===== src/rtl/noc_alloc_pkg.sv =====
// +--------------------------------------------------------------------+
// | noc_alloc_pkg                                                      |
// | Shared types and helpers for the NoC output-port allocator.        |
// | Revision: 1.0                                                      |
// +--------------------------------------------------------------------+
`default_nettype none

package noc_alloc_pkg;

  typedef enum logic [0:0] {
    IDLE   = 1'b0,
    LOCKED = 1'b1
  } alloc_state_e;

  localparam int unsigned ONEHOT_MAX = 32;

  // OR-reduction of set-bit indices; exact for one-hot or all-zero inputs.
  function automatic logic [4:0] onehot_to_bin(input logic [ONEHOT_MAX-1:0] oh);
    logic [4:0] b;
    b = '0;
    for (int i = 0; i < ONEHOT_MAX; i++) begin
      if (oh[i]) b = b | 5'(i);
    end
    return b;
  endfunction

endpackage

`default_nettype wire


===== src/rtl/rr_arbiter.sv =====
// +--------------------------------------------------------------------+
// | rr_arbiter                                                         |
// | Combinational round-robin arbiter, double-width priority encoder.  |
// | Revision: 1.0                                                      |
// +--------------------------------------------------------------------+
`default_nettype none

module rr_arbiter #(
  parameter int NUM_INPUTS = 5,
  parameter int PTR_WIDTH  = $clog2(NUM_INPUTS)
) (
  input  logic [NUM_INPUTS-1:0] req_i,
  input  logic [PTR_WIDTH-1:0]  ptr_i,
  output logic [NUM_INPUTS-1:0] gnt_o,
  output logic                  any_o
);

  logic [NUM_INPUTS-1:0]   mask;
  logic [2*NUM_INPUTS-1:0] dreq;
  logic [2*NUM_INPUTS-1:0] dgnt;

  always_comb begin
    mask = '0;
    for (int i = 0; i < NUM_INPUTS; i++) begin
      mask[i] = (PTR_WIDTH'(i) >= ptr_i);
    end
  end

  // Lower half holds requests at/after the pointer; upper half catches the wrap.
  assign dreq  = {req_i, req_i & mask};
  assign dgnt  = dreq & (~dreq + (2*NUM_INPUTS)'(1));
  assign gnt_o = dgnt[NUM_INPUTS-1:0] | dgnt[2*NUM_INPUTS-1:NUM_INPUTS];
  assign any_o = |req_i;

endmodule

`default_nettype wire


===== src/rtl/noc_output_allocator.sv =====
// +--------------------------------------------------------------------+
// | noc_output_allocator                                               |
// | Per-output switch allocator: RR arbitration, wormhole lock,        |
// | credit flow control and registered crossbar select / send strobe.  |
// | Revision: 1.0                                                      |
// +--------------------------------------------------------------------+
`default_nettype none

module noc_output_allocator
  import noc_alloc_pkg::*;
#(
  parameter int NUM_INPUTS        = 5,
  parameter int FLIT_BUFFER_DEPTH = 4,
  parameter int CREDIT_WIDTH      = $clog2(FLIT_BUFFER_DEPTH+1),
  parameter int SEL_WIDTH         = $clog2(NUM_INPUTS)
) (
  input  logic                    clk_noc,
  input  logic                    rst_noc,
  input  logic [NUM_INPUTS-1:0]   req,
  input  logic [NUM_INPUTS-1:0]   req_is_tail,
  input  logic [NUM_INPUTS-1:0]   disable_in,
  input  logic                    credit_in,
  output logic [NUM_INPUTS-1:0]   grant,
  output logic [SEL_WIDTH-1:0]    sel_out,
  output logic                    send_out,
  output logic                    is_tail_out,
  output logic                    locked,
  output logic [CREDIT_WIDTH-1:0] credits,
  output logic                    credit_err
);

  localparam logic [CREDIT_WIDTH-1:0] C_MAX_CREDITS = CREDIT_WIDTH'(FLIT_BUFFER_DEPTH);
  localparam logic [SEL_WIDTH-1:0]    C_LAST_INPUT  = SEL_WIDTH'(NUM_INPUTS-1);

  alloc_state_e            state_q, state_d;
  logic [SEL_WIDTH-1:0]    owner_q, owner_d;
  logic [SEL_WIDTH-1:0]    rr_ptr_q, rr_ptr_d;
  logic [CREDIT_WIDTH-1:0] credits_q, credits_d;
  logic                    credit_err_q, credit_err_d;
  logic [SEL_WIDTH-1:0]    sel_q;
  logic                    send_q, tail_q;

  logic [NUM_INPUTS-1:0]   arb_req, arb_gnt;
  logic                    arb_any;
  logic                    credit_ok;
  logic                    fire, fire_tail;
  logic [SEL_WIDTH-1:0]    fire_idx;

  function automatic logic [SEL_WIDTH-1:0] ptr_inc(input logic [SEL_WIDTH-1:0] idx);
    return (idx == C_LAST_INPUT) ? '0 : idx + 1'b1;
  endfunction

  assign arb_req   = req & ~disable_in;
  // Only the registered count qualifies a grant; same-cycle returns wait a cycle.
  assign credit_ok = (credits_q != '0);

  rr_arbiter #(
    .NUM_INPUTS (NUM_INPUTS),
    .PTR_WIDTH  (SEL_WIDTH)
  ) u_rr_arbiter (
    .req_i (arb_req),
    .ptr_i (rr_ptr_q),
    .gnt_o (arb_gnt),
    .any_o (arb_any)
  );

  always_comb begin
    grant    = '0;
    state_d  = state_q;
    owner_d  = owner_q;
    rr_ptr_d = rr_ptr_q;

    unique case (state_q)
      IDLE:    if (arb_any && credit_ok) grant = arb_gnt;
      LOCKED:  if (req[owner_q] && credit_ok) grant[owner_q] = 1'b1;
      default: grant = '0;
    endcase
    if (rst_noc) grant = '0;

    fire      = |grant;
    fire_idx  = SEL_WIDTH'(onehot_to_bin(ONEHOT_MAX'(grant)));
    fire_tail = |(grant & req_is_tail);

    if (fire) begin
      unique case (state_q)
        IDLE: begin
          if (fire_tail) begin
            rr_ptr_d = ptr_inc(fire_idx);
          end else begin
            state_d = LOCKED;
            owner_d = fire_idx;
          end
        end
        LOCKED: begin
          if (fire_tail) begin
            state_d  = IDLE;
            rr_ptr_d = ptr_inc(owner_q);
          end
        end
        default: state_d = IDLE;
      endcase
    end
  end

  always_comb begin
    credits_d    = credits_q;
    credit_err_d = credit_err_q;
    if (fire && !credit_in) begin
      credits_d = credits_q - 1'b1;
    end else if (!fire && credit_in) begin
      if (credits_q == C_MAX_CREDITS) credit_err_d = 1'b1;
      else                            credits_d    = credits_q + 1'b1;
    end
  end

  always_ff @(posedge clk_noc or posedge rst_noc) begin
    if (rst_noc) begin
      state_q      <= IDLE;
      owner_q      <= '0;
      rr_ptr_q     <= '0;
      credits_q    <= C_MAX_CREDITS;
      credit_err_q <= 1'b0;
      sel_q        <= '0;
      send_q       <= 1'b0;
      tail_q       <= 1'b0;
    end else begin
      state_q      <= state_d;
      owner_q      <= owner_d;
      rr_ptr_q     <= rr_ptr_d;
      credits_q    <= credits_d;
      credit_err_q <= credit_err_d;
      send_q       <= fire;
      if (fire) begin
        sel_q  <= fire_idx;
        tail_q <= fire_tail;
      end
    end
  end

  assign sel_out     = sel_q;
  assign send_out    = send_q;
  assign is_tail_out = tail_q;
  assign locked      = (state_q == LOCKED);
  assign credits     = credits_q;
  assign credit_err  = credit_err_q;

endmodule

`default_nettype wire


===== config.mk =====
export PLATFORM = sky130hd
export DESIGN_NAME = noc_output_allocator
export DESIGN_NICKNAME = d
export VERILOG_FILES = /design/src/rtl/noc_alloc_pkg.sv /design/src/rtl/rr_arbiter.sv /design/src/rtl/noc_output_allocator.sv
export SDC_FILE = /design/constraint.sdc
export NUM_CORES = 1
export LEC_CHECK = 0
export CAP_MARGIN = 20
export CORE_MARGIN = 2
export CORE_UTILIZATION = 49
export CTS_CLUSTER_SIZE = 24
export DETAILED_ROUTE_END_ITERATION = 6
export GPL_ROUTABILITY_DRIVEN = 0
export PLACE_DENSITY = 0.79
export SYNTH_ARGS = -nofsm -noshare
export SYNTH_HDL_FRONTEND = slang
export SYNTH_HIERARCHICAL = 1
export SYNTH_SLANG_ARGS = --single-unit

===== constraint.sdc =====
create_clock -name clk_noc -period 4.3 [get_ports clk_noc]
set_input_delay 0.645 -clock clk_noc [delete_from_list [all_inputs] [get_ports clk_noc]]
set_output_delay 0.645 -clock clk_noc [all_outputs]
set_load 0.05 [all_outputs]

Yosys cells after proc, flatten, opt, wreduce, memory -nomap -nowiden
Index checks and enable logic that the tools add are counted.

Add/subtract/negate cells: 5. $lt $le $gt $ge: 7. Equal/unequal tests: 6. Mux-type cells: 21. Bitwise gates (word level): 10. Reduce and logical (&&, ||, !) cells: 16.

Operators with widths (number): $mux W3 (8); $and A5 B5 Y5 (3); $mux W5 (3); $reduce_or A5 Y1 (3); $add A10 B1 Y10 const B (1); $and A10 B10 Y10 (1); $not A10 Y10 (1); $pmux W5 S2 (1); $add A3 B1 Y3 const B (3); $eq A3 B3 Y1 const B (3); $reduce_and A3 Y1 (3); $ge A1 B3 Y1 const A (2); $ge A2 B3 Y1 const A (2); $pmux W3 S2 (1); $logic_and A1 B1 Y1 (5); $not A5 Y5 (1); $or A5 B5 Y5 (1); $lt A3 B4 Y1 const B (1); $mux W1 (4); $mux W2 (2); $ne A2 B2 Y1 const B (2); $bmux W1 S3 (1); $demux W1 S3 (1); $ge A3 B1 Y1 const B (1); 8 further kinds (11).

Flip-flop bits (word level): 16. Input port bits: 18. Output and inout bits: 15. Logic and storage cells: 73.

Logic depth before layout (Yosys ltp)
Word-level depth: 18. Mapped depth: 16. Depth with buffers taken out: 16.

By module
The synthesis kept the hierarchy.

By module, submodules not included: noc_output_allocator (instances 1, cells an instance 116, area an instance 1096.1 um^2, sequential area each 401.6 um^2); rr_arbiter (instances 1, cells an instance 37, area an instance 237.7 um^2, sequential area each 0.0 um^2).

Worst setup path after synthesis
Ideal clock, no wire load.

Kind: input-to-reg. Start: input port req[2]. End: register credits_q[2] (netlist: credits[2]). Setup time: 0.092 ns. Arrival time: 3.445 ns. Setup slack: 0.763 ns. Cell stages on the path: 15. Buffers on the path: 0. Path through: nor2b_1 -> nor3_1 -> nand2_1 -> nor3b_1 -> and2_4 -> a32o_1 -> nor3_2 -> inv_1 -> ha_1 -> inv_1 -> fa_1 -> nor3_1 -> a21oi_1 -> o21ai_0 -> o31ai_1.

Elaborated cells between the ends (all ways): 23. Classes of those cells: 1 x add/sub; 1 x eq/ne; 7 x mux; 5 x bitwise; 9 x reduce/logical.

RTL lines: start, declared (line noc_output_allocator.sv:19) `input logic [NUM_INPUTS-1:0] req,`; $and A5 B5 Y5 (*) (line noc_output_allocator.sv:53) `assign arb_req = req & ~disable_in;`; $reduce_or A5 Y1 (*) (line rr_arbiter.sv:33) `assign any_o = |req_i;`; named net arb_any (line noc_output_allocator.sv:44) `logic arb_any;`; $logic_and A1 B1 Y1 (*) (line noc_output_allocator.sv:74) `IDLE: if (arb_any && credit_ok) grant = arb_gnt;`; $mux W5 (*) (line noc_output_allocator.sv:74); $pmux W5 S2 (*) (line noc_output_allocator.sv:73) `unique case (state_q)`; $mux W5 (*) (line noc_output_allocator.sv:78) `if (rst_noc) grant = '0;`; named net grant[2] (line noc_output_allocator.sv:23) `output logic [NUM_INPUTS-1:0] grant,`; $reduce_or A5 Y1 (*) (line noc_output_allocator.sv:80) `fire = |grant;`; named net fire (line noc_output_allocator.sv:46) `logic fire, fire_tail;`; $logic_not A1 Y1 (line noc_output_allocator.sv:110) `end else if (!fire && credit_in) begin`; $logic_and A1 B1 Y1 (line noc_output_allocator.sv:110); $reduce_bool A2 Y1 (no line); $reduce_and A2 Y1 (no line); end signal, assigned (line noc_output_allocator.sv:130) `credits_q <= credits_d;`; end, declared (line noc_output_allocator.sv:38) `logic [CREDIT_WIDTH-1:0] credits_q, credits_d;`.

Mark *: on every way through the listed nets, which the timed path passes. The rest lies on a longest branch. The select of a mux whose other input is x is not followed. A chain may end at the register's enable or synchronous reset.

Final worst setup path
Start: input port req[1]. End: output port grant[2].

Elaborated cells between the ends (all ways): 15. Classes of those cells: 1 x add/sub; 6 x mux; 5 x bitwise; 3 x reduce/logical.

RTL lines: $and A5 B5 Y5 (line noc_output_allocator.sv:53); named net arb_req[1] (line noc_output_allocator.sv:43) `logic [NUM_INPUTS-1:0] arb_req, arb_gnt;`; $reduce_or A5 Y1 (line rr_arbiter.sv:33); named net arb_any (line noc_output_allocator.sv:44); $logic_and A1 B1 Y1 (line noc_output_allocator.sv:74); $mux W5 (line noc_output_allocator.sv:74); $pmux W5 S2 (line noc_output_allocator.sv:73); $mux W5 (line noc_output_allocator.sv:78); end, declared (line noc_output_allocator.sv:23).

The timed path passes the listed nets, and every way through them passes these cells. The select of a mux whose other input is x is not followed.

==> results.cfg <==
[synthesis]
seq_area_frac_synth_pct = 30.11
synth_largest_area_cell = dfrtp_1
ys_top_cells_by_area = dfrtp_1, ha_1, inv_1
ys_ff_latch = 16
syn_area_um2 = 1334
async_flop_share_pct = 100.0
synth_enable_flop_cells = 0
netlist-cell-type-count = 58
syn-num-nets = 178
ys.flop_type = dfrtp_1
synth_warnings = 6
syn_area_per_cell_um2 = 8.718
yosys.area.top_type_share_pct = 28.14
syn_inst = 153

[critical_path]
cpLargestDelayFamily = buffers and inverters
crit_path_frequent_cell = clkdlybuf4s50_1
crit_chain = clkdlybuf4s50_1 -> nor2b_1 -> nor3_1 -> nand2_1 -> nor3b_1 -> and2_4 -> a32o_1 -> clkdlybuf4s50_1
crit_required_ns = 3.65
crit_type = input pin to output pin
max_stage_delay_ns = 0.83
slowest_stage = clkdlybuf4s50_1
start_kind = input pin
arrival_ns = 3.31
critPathCaptureType = output pin
crit_buf_inv = 2
worstPathMaxFanout = 6

[timing]
fmax_mhz = 252.6
fin_setup_tns_ns = 0
hold_viol = 0
drv_slew = 0
setup_viol = 0
max_slew.worst_pin.slew_ns = 0.6187
finalCriticalPeriod_ns = 3.959
rsz0062_at_grt = false
fin_crit_sh_pct = 92.08
timing.final.ws_setup_ns = 0.3406
max-slew-margin-rel_pct = 58.17
skew_ns = 0.004094

[route]
drtIter0Drc = 68
wire_per_inst_um = 16.24
vias = 1292
routedLengthMet1_mm = 1.499
wl_mm = 3.491
firstDrtPassIters = 4
wl_met2_mm = 1.755
drcViolationCount = 0
antenna_left = 0
vias_per_cell = 6.009
topRoutingLayerUsed = met4
dr_wl_met3_um = 153

[global_route]
antenna_found_initial = 0
grt_pass1_vias = 1270
grtUsageTotal_pct = 23.35
grt_start_max_net_pins = 17
overflow = 0
grt_pass1_wl_mm = 5.947

[clock_tree]
cts.repair.resized = 0
clk_pin_slew_ns = 0.09
clockBufferDepth = 2
cts_tree = yes
hold_buffers = 0
post-cts-setup-buffer-count = 0
cts_root_buffer = clkbuf_4
cts_made_buffers = 3
htreeDepth = 1
clk_latency_ns = 0.28
cts_sinks = 16

[placement]
place_ws_ns = 0.2384
place_hpwl_mm = 2.752
dp_cells = 211
portBuffers = 32

[floorplanning]
die_y_um = 56.17
initial_core_util_pct = 52.88
rows = 18
ios = 33
dieWidth_um = 56.17
coreArea_um2 = 2522
dieArea_um2 = 3155

[finish]
diodes = 0
fin_cells = 215
drive_above_1_share_pct = 11.35
fill_cells = 203
layout.nets = 211
final_common_cell = clkdlybuf4s50_1
final_cell_mix = clkdlybuf4s50_1, inv_1, dfrtp_1
syn_to_final_growth_pct = 28.14

[pwr]
power_density_nw_per_um2 = 683.6
irDropWorstVdd_mv = 0.6103
power_w = 0.001168
leakage_nw = 0.7930

[hold_path]
worstHoldPathType = flop to flop

[flow_run]
drv_cap = 0

[run_status]
status = finished clean
==> per-stage QoR <==
stage	hold WS, ns	util, %	cell area [um^2]
2_1_floorplan	0.4739	-	1334
3_3_place_gp	0.4593	66.32	1673
3_5_place_dp	0.4631	66.32	1673
4_1_cts	0.4943	67.76	1709
5_1_grt	0.5212	67.76	1709
6_report	0.4892	67.76	1709
==> worst reg2reg max path: cells and delay by family, from the launching register on <==
kind,cells,cell delay [ns]
fa+ha+maj,2,0.63
simple gates,4,0.56
buf+inv,3,0.29
flops,1,0.53
compound gates,6,1.16
==> sequential cells by signal, indices dropped and copies added (netlist names) <==
name         count
credit_err       1
credits          3
is_tail_out      1
locked           1
owner_q          3
rr_ptr_q         3
sel_out          3
send_out         1
==> logic make-up after synthesis <==
kind of cell,after synthesis,synth area share [%]
mux,4,3.189
buf+inv,22,7.317
simple gates,60,25.42
xor+xnor,3,1.970
fa+ha+maj,7,7.129
flops,16,30.11
compound gates,41,24.86
==> final timing paths <==
kind / cells past startpoint / slack, ns / endpoint / from
max: 8 / 0.34 / grant[2] / req[1]
min: 1 / 0.49 / sel_out[2] / sel_out[2]
max reg2reg: 15 / 1.07 / credits[2] / rr_ptr_q[1]
min reg2reg: 1 / 0.49 / sel_out[2] / sel_out[2]
max in group asynchronous: 3 / 3.25 / credits[2] / rst_noc
min in group asynchronous: 3 / 0.81 / owner_q[0] / rst_noc
==> synthesized netlist by cell type (2+ instances only) <==
cell type and n:
a22o_1 4, a32o_1 3, nand2_1 10, clkbuf_1 2, nand4_1 2, mux2_2 2, o31ai_1 2, nor2b_1 5
buf_2 2, a21o_1 3, dfrtp_1 15, nand3_1 6, nor2_1 14, ha_1 6, o21ai_0 2, mux2i_1 2
nand2b_1 2, nor4b_1 2, a211oi_1 2, a21oi_1 7, nor3b_1 4, nor3_1 4, xor2_1 3, inv_1 15
==> power by group <==
group / switching (W) / internal [W] / total [W]
Sequential: 0.000113 / 0.000222 / 0.000335
Clock: 0.0000457 / 0.0000515 / 0.0000972
Combinational: 0.000442 / 0.000294 / 0.000736
Total: 0.000600 / 0.000568 / 0.00117
==> per-layer routing <==
layer	global-route usage, %	vias to the layer above
li1	-	627
met1	29.46	604
met2	40.17	51
met3	3.256	10
met4	8.844	0
met5	0	-
==> final cells by class <==
| type | instances | area, um^2 | area share [%] |
|---|---|---|---|
| sequential | 16 | 401.6 | 23.50 |
| inverter | 15 | 56.30 | 3.294 |
| clock buffer | 4 | 36.28 | 2.123 |
| multi-input combinational | 115 | 834.6 | 48.83 |
| tap | 30 | 37.54 | 2.196 |
| timing repair buffer | 35 | 342.8 | 20.06 |
No activity file was read; power rests on OpenSTA's default activity.
